### src/rtl/ps2_tx.sv
// Host-to-device PS/2 transmitter: request-to-send, 8 data bits LSB first, odd parity,
// stop, then device acknowledge. Lines are driven through open-drain pull-low enables.
module ps2_tx #(
  parameter int RTS_CYCLES = 5000
) (
  input  logic       clk,
  input  logic       rst,
  input  logic       wr_ps2,
  input  logic [7:0] din,
  input  logic       ps2c,
  input  logic       ps2d,
  output logic       ps2c_oe,
  output logic       ps2d_oe,
  output logic       tx_idle,
  output logic       tx_done_tick,
  output logic       tx_err
);

  localparam int CW = (RTS_CYCLES > 1) ? $clog2(RTS_CYCLES) : 1;

  typedef enum logic [2:0] {
    S_IDLE, S_RTS, S_START, S_DATA, S_STOP, S_ACK
  } state_t;

  state_t         state_q, state_d;
  logic [7:0]     filter_q, filter_d;
  logic           fclk_q, fclk_d;
  logic [CW-1:0]  c_q, c_d;
  logic [3:0]     n_q, n_d;
  logic [8:0]     b_q, b_d;
  logic           ack_q, ack_d;
  logic           err_q, err_d;
  logic           fall_edge;

  always_ff @(posedge clk) begin
    if (!rst) begin
      state_q  <= S_IDLE;
      filter_q <= '0;
      fclk_q   <= 1'b0;
      c_q      <= '0;
      n_q      <= '0;
      b_q      <= '0;
      ack_q    <= 1'b0;
      err_q    <= 1'b0;
    end else begin
      state_q  <= state_d;
      filter_q <= filter_d;
      fclk_q   <= fclk_d;
      c_q      <= c_d;
      n_q      <= n_d;
      b_q      <= b_d;
      ack_q    <= ack_d;
      err_q    <= err_d;
    end
  end

  // Debounce ps2c: the filtered clock only changes after 8 identical samples.
  always_comb begin
    filter_d = {ps2c, filter_q[7:1]};
    if (filter_q == 8'hFF)      fclk_d = 1'b1;
    else if (filter_q == 8'h00) fclk_d = 1'b0;
    else                        fclk_d = fclk_q;
    fall_edge = fclk_q & ~fclk_d;
  end

  always_comb begin
    state_d      = state_q;
    c_d          = c_q;
    n_d          = n_q;
    b_d          = b_q;
    ack_d        = ack_q;
    err_d        = err_q;
    ps2c_oe      = 1'b0;
    ps2d_oe      = 1'b0;
    tx_done_tick = 1'b0;
    case (state_q)
      S_IDLE: begin
        if (wr_ps2) begin
          b_d     = {~^din, din};
          c_d     = CW'(RTS_CYCLES - 1);
          state_d = S_RTS;
        end
      end
      // Falling edges here are our own clock hold, so they are not looked at.
      S_RTS: begin
        ps2c_oe = 1'b1;
        if (c_q == '0) state_d = S_START;
        else           c_d = c_q - 1'b1;
      end
      S_START: begin
        ps2d_oe = 1'b1;
        if (fall_edge) begin
          n_d     = 4'd8;
          state_d = S_DATA;
        end
      end
      S_DATA: begin
        ps2d_oe = ~b_q[0];
        if (fall_edge) begin
          b_d = {1'b0, b_q[8:1]};
          if (n_q == 4'd0) state_d = S_STOP;
          else             n_d = n_q - 4'd1;
        end
      end
      S_STOP: begin
        if (fall_edge) begin
          ack_d   = ~ps2d;
          state_d = S_ACK;
        end
      end
      S_ACK: begin
        if (fclk_q && ps2d) begin
          tx_done_tick = 1'b1;
          err_d        = ~ack_q;
          state_d      = S_IDLE;
        end
      end
      default: state_d = S_IDLE;
    endcase
  end

  assign tx_idle = (state_q == S_IDLE);
  assign tx_err  = err_q;

endmodule

### config.mk
export PLATFORM = sky130hd
export DESIGN_NAME = ps2_tx
export DESIGN_NICKNAME = d
export VERILOG_FILES = /design/src/rtl/ps2_tx.sv
export SDC_FILE = /design/constraint.sdc
export NUM_CORES = 1
export LEC_CHECK = 0
export ABC_AREA = 1
export CELL_PAD_IN_SITES_DETAIL_PLACEMENT = 0
export CELL_PAD_IN_SITES_GLOBAL_PLACEMENT = 1
export CORE_MARGIN = 4
export CORE_UTILIZATION = 45
export DETAILED_ROUTE_END_ITERATION = 10
export GPL_ROUTABILITY_DRIVEN = 1
export HOLD_SLACK_MARGIN = 0.06
export PLACE_DENSITY_LB_ADDON = 0.1
export SLEW_MARGIN = 0
export SYNTH_ARGS = -nofsm -noshare
export SYNTH_HDL_FRONTEND = slang
export SYNTH_SLANG_ARGS = --single-unit
### constraint.sdc
create_clock -name clk -period 4.4 [get_ports clk]
set_input_delay 0.88 -clock clk [delete_from_list [all_inputs] [get_ports clk]]
set_output_delay 0.88 -clock clk [all_outputs]
set_load 0.005 [all_outputs]
==> flow_metrics.py, run 1 <==
metrics = {
    "power": {
        "power.internal_uw": 927,
        "p_per_area_nw_per_um2": 633,
        "p_comb_share_pct": 54.1,
        "p_leak_nw": 1.29,
        "switchingPower_uw": 789,
        "clkPwrFrac_pct": 14.9,
        "switching_share_pct": 46.0,
        "power_frac_seq_pct": 31.0,
        "vdd_drop_max_uv": 217,
    },
    "cts": {
        "clock-sinks": 40,
        "clk_pin_slew_ns": 0.08,
        "post_cts_resized": 0,
        "numCtsBuffers": 5,
        "root_buffer": "clkbuf_8",
        "htreeDepth": 2,
        "clock_path_buffers": 2,
        "cts_tree": "yes",
        "clkLatencyLatePin_ns": 0.29,
        "hold_buffers": 0,
        "cts_setup_buffers": 0,
    },
    "min_path": {
        "worstHoldEndpoint": "filter_q[2]",
        "min_from": "filter_q[3]",
        "hold_depth": 2,
        "hold_class": "register to register",
    },
    "route": {
        "drc_errors": 0,
        "drtIter0Drc": 126,
        "vias": 2171,
        "wire_per_inst_um": 10.9,
        "wirelength_mm": 4.96,
        "dr.pass1.iters": 4,
        "avgViaCountPerCell": 4.75,
        "ant_nets": 0,
    },
    "synthesis": {
        "yosysWarnings": 0,
        "synth-seq-cells": 40,
        "yosysTopAreaCell": "dfxtp_1",
        "seq_area_frac_synth_pct": 32.9,
        "synth_edf_count": 0,
        "synth_fa_ha_area_share_pct": 2.06,
        "synth_area_um2": 2430,
        "synthTopCellsByArea": "dfxtp_1, nand2_1, nor2_1",
        "synthDistinctLibCells": 33,
        "syn_avg_cell_area_um2": 6.57,
        "synth_cells": 370,
        "muxShareOfSynthArea_pct": 0,
        "synth_top_family_by_area": "simple AND/OR/NAND/NOR gates",
        "synth_compound_area_share_pct": 9.00,
        "synth_simple_gate_area_share_pct": 42.8,
        "synth_top_flop_cell": "dfxtp_1",
        "synthXorXnorAreaFrac_pct": 3.96,
        "async_flop_share_pct": 0,
        "syn-num-nets": 387,
        "synth_top_area_share_pct": 32.9,
    },
    "setup_path": {
        "reg2reg_from": "state_q[1]",
        "worst_path_largest_cell_delay_ns": 0.53,
        "r2r_setup_slack_ns": 2.59,
        "cp_max_fo": 14,
        "cp.required_ns": 3.52,
        "cp.arrival_ns": 2.24,
        "path_class": "register to output pin",
        "reg2reg_to": "state_q[2]",
        "reg2regPathDepth": 9,
        "crit_chain": "nand2_1 -> nor2_2 -> inv_1 -> o21ai_0 -> clkdlybuf4s50_1",
        "crit_slowest_cell": "clkdlybuf4s50_1",
        "end_kind": "output pin",
        "cp-start-kind": "register",
    },
    "global_routing": {
        "gr-total-overflow": 0,
        "grt_pass1_wl_mm": 8.87,
        "antenna_found_initial": 0,
        "grt_util_all_layers_pct": 16.9,
        "grt_max_degree": 25,
        "grt_pass1_vias": 1987,
    },
    "run_status": {
        "status": "completed",
    },
    "die": {
        "io_pins": 18,
        "die_area_um2": 6650,
        "die_w_um": 81.5,
        "core_um2": 5170,
        "fp.dieH_um": 81.5,
        "start_util_pct": 47.0,
        "row_count": 26,
    },
    "timing": {
        "max_slew_margin_pct": 56.2,
        "fin_hold_ws_ns": 0.445,
        "rsz0062_at_grt": "false",
        "finalMaxSlewViolations": 0,
        "period_share_pct": 70.9,
        "fmaxAchievable_ghz": 0.321,
        "worst_pin_slew_ns": 0.657,
        "fin_skew_ns": 0.00418,
        "fin_tns_setup_ns": 0,
        "setup_ws_ns": 1.28,
        "min_period_ns": 3.12,
        "hold_violations": 0,
        "setup_viol": 0,
    },
    "finish": {
        "diodes": 0,
        "area_growth_pct": 11.5,
        "drive_above_1_share_pct": 10.6,
        "final_common_cell": "nand2_1",
        "stdcell_count": 457,
        "finalNetCount": 403,
        "mostFrequentLayoutCells": "nand2_1, nor2_1, dfxtp_1",
    },
    "placement": {
        "dpl.cell_count": 449,
        "dp_hpwl_mm": 3.60,
        "gp_congestion": 0.811,
        "place_ws_ns": 1.31,
        "portBuffers": 17,
    },
    "run": {
        "maxCapViolations": 0,
    },
}
-- logic make-up after synthesis --
logic type,count (synthesis)
simple gates,231
buf+inv,47
flops,40
compound gates,37
xor+xnor,11
fa+ha+maj,4
-- cells in the mapped netlist, types with 2 or more instances --
master      n
nand4_1     3
a21oi_1    18
nor2_2      4
nor3b_1     2
inv_2       4
nor2_1     54
nand2_2     9
inv_1      33
nand3b_1   12
buf_2       2
xnor2_1     6
o21ai_0     9
a21oi_2     6
nor3_1      3
nand2_1   120
buf_6       4
clkbuf_1    2
dfxtp_1    40
xor2_1      5
nand3_1    17
nand3_4     2
ha_1        4
-- worst max path at each step --
stage / startpoint / end / slack (ns) / depth (start not counted)
after global placement: ps2d / tx_done_tick / 1.30 / 4
after floorplan: ps2d / tx_done_tick / 2.44 / 2
after global routing: state_q[1] / ps2d_oe / 1.02 / 5
after CTS: state_q[1] / ps2d_oe / 1.25 / 5
final: state_q[1] / ps2d_oe / 1.28 / 5
after detailed placement: ps2d / tx_done_tick / 1.31 / 4
-- through the flow --
| stage | util, % | area [µm²] | total power, mW |
|---|---|---|---|
| finish | 52.4 | 2710 | 1.72 |
| global route | 52.4 | 2710 | 1.90 |
| CTS | 52.4 | 2710 | 1.74 |
| detailed placement | 50.7 | 2620 | 1.47 |
| global placement | 50.7 | 2620 | 1.46 |
| floorplan | - | 2430 | 1.32 |
-- cell type report --
class	instances	area [µm²]
sequential	40	801
multi-input combinational	283	1410
tap	70	87.6
clock buffer	6	82.6
clock inverter	2	10.0
fill	537	2460
inverter	37	139
timing repair buffer	19	185
-- state kept, by name, indices dropped and copies added (netlist names) --
| signal | flops |
|---|---|
| ack_q | 1 |
| n_q | 4 |
| c_q | 13 |
| filter_q | 8 |
| fclk_q | 1 |
| state_q | 3 |
| tx_err | 1 |
| b_q | 9 |
-- per-layer routing --
| metal | vias to the layer above | track usage, % | wire length (µm) |
|---|---|---|---|
| met5 | - | 0 | 0 |
| met4 | 0 | 5.07 | 39 |
| met3 | 4 | 3.51 | 186 |
| met2 | 31 | 27.5 | 2260 |
| met1 | 945 | 22.4 | 2480 |
| li1 | 1191 | - | - |
-- critical path: cells and delay by family (launching register included) --
kind                   cells  cell delay, ns
AOI/OAI and AO/OA          1            0.24
buffers and inverters      2            0.87
DFF                        1            0.38
and+or+nand+nor            2            0.46
-- power groups by stage --
| stage | Sequential [mW] | Clock [mW] | Combinational [mW] |
|---|---|---|---|
| floorplan | 0.522 | 0 | 0.802 |
| global placement | 0.537 | 0 | 0.927 |
| detailed placement | 0.539 | 0 | 0.935 |
| CTS | 0.532 | 0.268 | 0.939 |
| global route | 0.546 | 0.282 | 1.07 |
| finish | 0.531 | 0.256 | 0.929 |
No activity file was read; power rests on OpenSTA's default activity.
==> inputs of run 2 (changes only) <==
--- a/config.mk
+++ b/config.mk
@@ -9,7 +9,7 @@
 export CELL_PAD_IN_SITES_DETAIL_PLACEMENT = 0
 export CELL_PAD_IN_SITES_GLOBAL_PLACEMENT = 1
 export CORE_MARGIN = 4
-export CORE_UTILIZATION = 45
+export CORE_UTILIZATION = 38
 export DETAILED_ROUTE_END_ITERATION = 10
 export GPL_ROUTABILITY_DRIVEN = 1
 export HOLD_SLACK_MARGIN = 0.06
==> constraint.sdc (replaced) <==
create_clock -name clk -period 2.7 [get_ports clk]
set_input_delay 0.54 -clock clk [delete_from_list [all_inputs] [get_ports clk]]
set_output_delay 0.54 -clock clk [all_outputs]
set_load 0.005 [all_outputs]
==> run 2 against run 1 <==
  * First-iteration DRC count fell by 25%
  * Sequential power rose by 64%
  * Wire length rose by 6.0%
  * Via count rose by 1.7%
  * Flip-flop and latch count did not move
  * Clock power rose by 100%
  * Final cell count rose by 1.5%
  * Hold slack got worse by 0.014 ns
  * Total power rose by 70%
==> flow_metrics.py, run 2 (synthesis results as in run 1) <==
metrics = {
    "run_status": {
        "status": "completed",
    },
    "setup_path": {
        "reg2reg_to": "c_q[2]",
        "cp.required_ns": 2.16,
        "critPathCapture": "tx_done_tick",
        "worst_path_largest_cell_delay_ns": 0.52,
        "critPathLaunch": "ps2d",
        "cp.depth": 4,
        "cp_max_fo": 3,
        "cp-start-kind": "input pin",
        "path_delay_family": "buffers and inverters",
        "cp.arrival_ns": 1.77,
        "path_class": "input pin to output pin",
        "crit_chain": "clkdlybuf4s50_1 -> nand2_1 -> nor2_1 -> clkdlybuf4s50_1",
        "r2r_setup_slack_ns": 0.73,
        "path_common_cell": "clkdlybuf4s50_1",
        "reg2reg_from": "state_q[2]",
        "end_kind": "output pin",
        "reg2regPathDepth": 7,
        "crit_slowest_cell": "clkdlybuf4s50_1",
        "path_buf_inv": 2,
    },
    "min_path": {
        "hold_class": "register to register",
        "hold_depth": 1,
    },
    "route": {
        "vias": 2207,
        "drtIter0Drc": 95,
        "drc_errors": 0,
        "ant_nets": 0,
        "wirelength_mm": 5.26,
        "wire_per_inst_um": 11.3,
        "avgViaCountPerCell": 4.76,
        "dr.pass1.iters": 4,
    },
    "run": {
        "maxCapViolations": 0,
    },
    "timing": {
        "hold_violations": 0,
        "period_share_pct": 85.7,
        "finalMaxSlewViolations": 0,
        "fmaxAchievable_ghz": 0.432,
        "rsz0062_at_grt": "false",
        "max_slew_margin_pct": 54.0,
        "setup_viol": 0,
        "fin_skew_ns": 0.00613,
        "worst_pin_slew_ns": 0.690,
        "min_period_ns": 2.31,
        "fin_tns_setup_ns": 0,
    },
    "finish": {
        "mostFrequentLayoutCells": "nand2_1, nor2_1, dfxtp_1",
        "stdcell_count": 464,
        "area_growth_pct": 13.4,
        "largest_reg_flops": 13,
        "fin_area_um2": 2760,
        "drive_above_1_share_pct": 11.1,
        "final_common_cell": "nand2_1",
        "regMostFlops": "c_q",
        "reg.largest.list": "c_q: 13 flops, b_q: 9 flops, filter_q: 8 flops",
        "diodes": 0,
        "finalNetCount": 405,
    },
    "die": {
        "fp.dieH_um": 88.0,
        "core_um2": 6060,
        "start_util_pct": 40.1,
        "row_count": 28,
        "die_area_um2": 7740,
        "die_w_um": 88.0,
        "io_pins": 18,
    },
    "power": {
        "clkPwrFrac_pct": 17.6,
        "p_per_area_nw_per_um2": 1060,
        "vdd_drop_max_uv": 433,
        "power_frac_seq_pct": 29.9,
        "switchingPower_mw": 1.32,
        "p_leak_nw": 1.30,
        "power.internal_mw": 1.59,
        "p_comb_share_pct": 52.5,
        "switching_share_pct": 45.3,
    },
    "cts": {
        "clock-sinks": 40,
        "cts_setup_buffers": 0,
        "root_buffer": "clkbuf_8",
        "numCtsBuffers": 5,
        "htreeDepth": 2,
        "hold_buffers": 0,
        "cts_tree": "yes",
        "clkLatencyLatePin_ns": 0.30,
        "clock_path_buffers": 2,
        "clk_pin_slew_ns": 0.08,
        "post_cts_resized": 0,
    },
    "placement": {
        "place_area_um2": 2640,
        "dpl.cell_count": 456,
        "gp_congestion": 0.807,
        "portBuffers": 17,
        "dp_hpwl_mm": 3.82,
    },
    "global_routing": {
        "grt_max_degree": 24,
        "antenna_found_initial": 0,
        "grt_pass1_wl_mm": 9.39,
        "grt_pass1_vias": 2038,
        "grt_util_all_layers_pct": 15.2,
        "gr-total-overflow": 0,
    },
}
## run 2: final cells by class
class	instances	area, µm²
clock buffers	5	68.8
clock inverters	3	47.5
fillers	670	3300
inverters	37	139
multi-input cells	283	1410
flip-flops and latches	40	801
well taps	75	93.8
repair buffers	21	200
## run 2: power groups by stage
stage	clock (mW)	sequential [mW]	combinational, mW
6_report	0.513	0.869	1.53
5_1_grt	0.553	0.892	1.79
4_1_cts	0.529	0.868	1.54
3_5_place_dp	0	0.881	1.54
3_3_place_gp	0	0.876	1.53
2_1_floorplan	0	0.850	1.31
## run 2: metal layers
metal	GRT usage, %	up-vias	share of wire, %
li1	-	1191	-
met1	19.9	977	50
met2	24.7	29	45
met3	3.10	10	3.3
met4	5.72	0	1.9
met5	0	-	0
## run 2: how the worst min path moves through the flow
stage / startpoint / to / slack (ns)
floorplan: ack_q / tx_err / 0.41
global placement: ack_q / tx_err / 0.43
detailed placement: ack_q / tx_err / 0.42
CTS: ack_q / tx_err / 0.44
global route: ack_q / tx_err / 0.46
finish: ack_q / tx_err / 0.43
## run 2: metrics by stage
step / hold WS [ns] / setup WS [ns] / power (mW) / utilization (%)
2_1_floorplan: 0.406 / 1.20 / 2.16 / -
3_3_place_gp: 0.426 / 0.383 / 2.41 / 43.6
3_5_place_dp: 0.420 / 0.375 / 2.42 / 43.6
4_1_cts: 0.437 / 0.374 / 2.94 / 45.5
5_1_grt: 0.460 / 0.290 / 3.23 / 45.5
6_report: 0.431 / 0.386 / 2.91 / 45.5
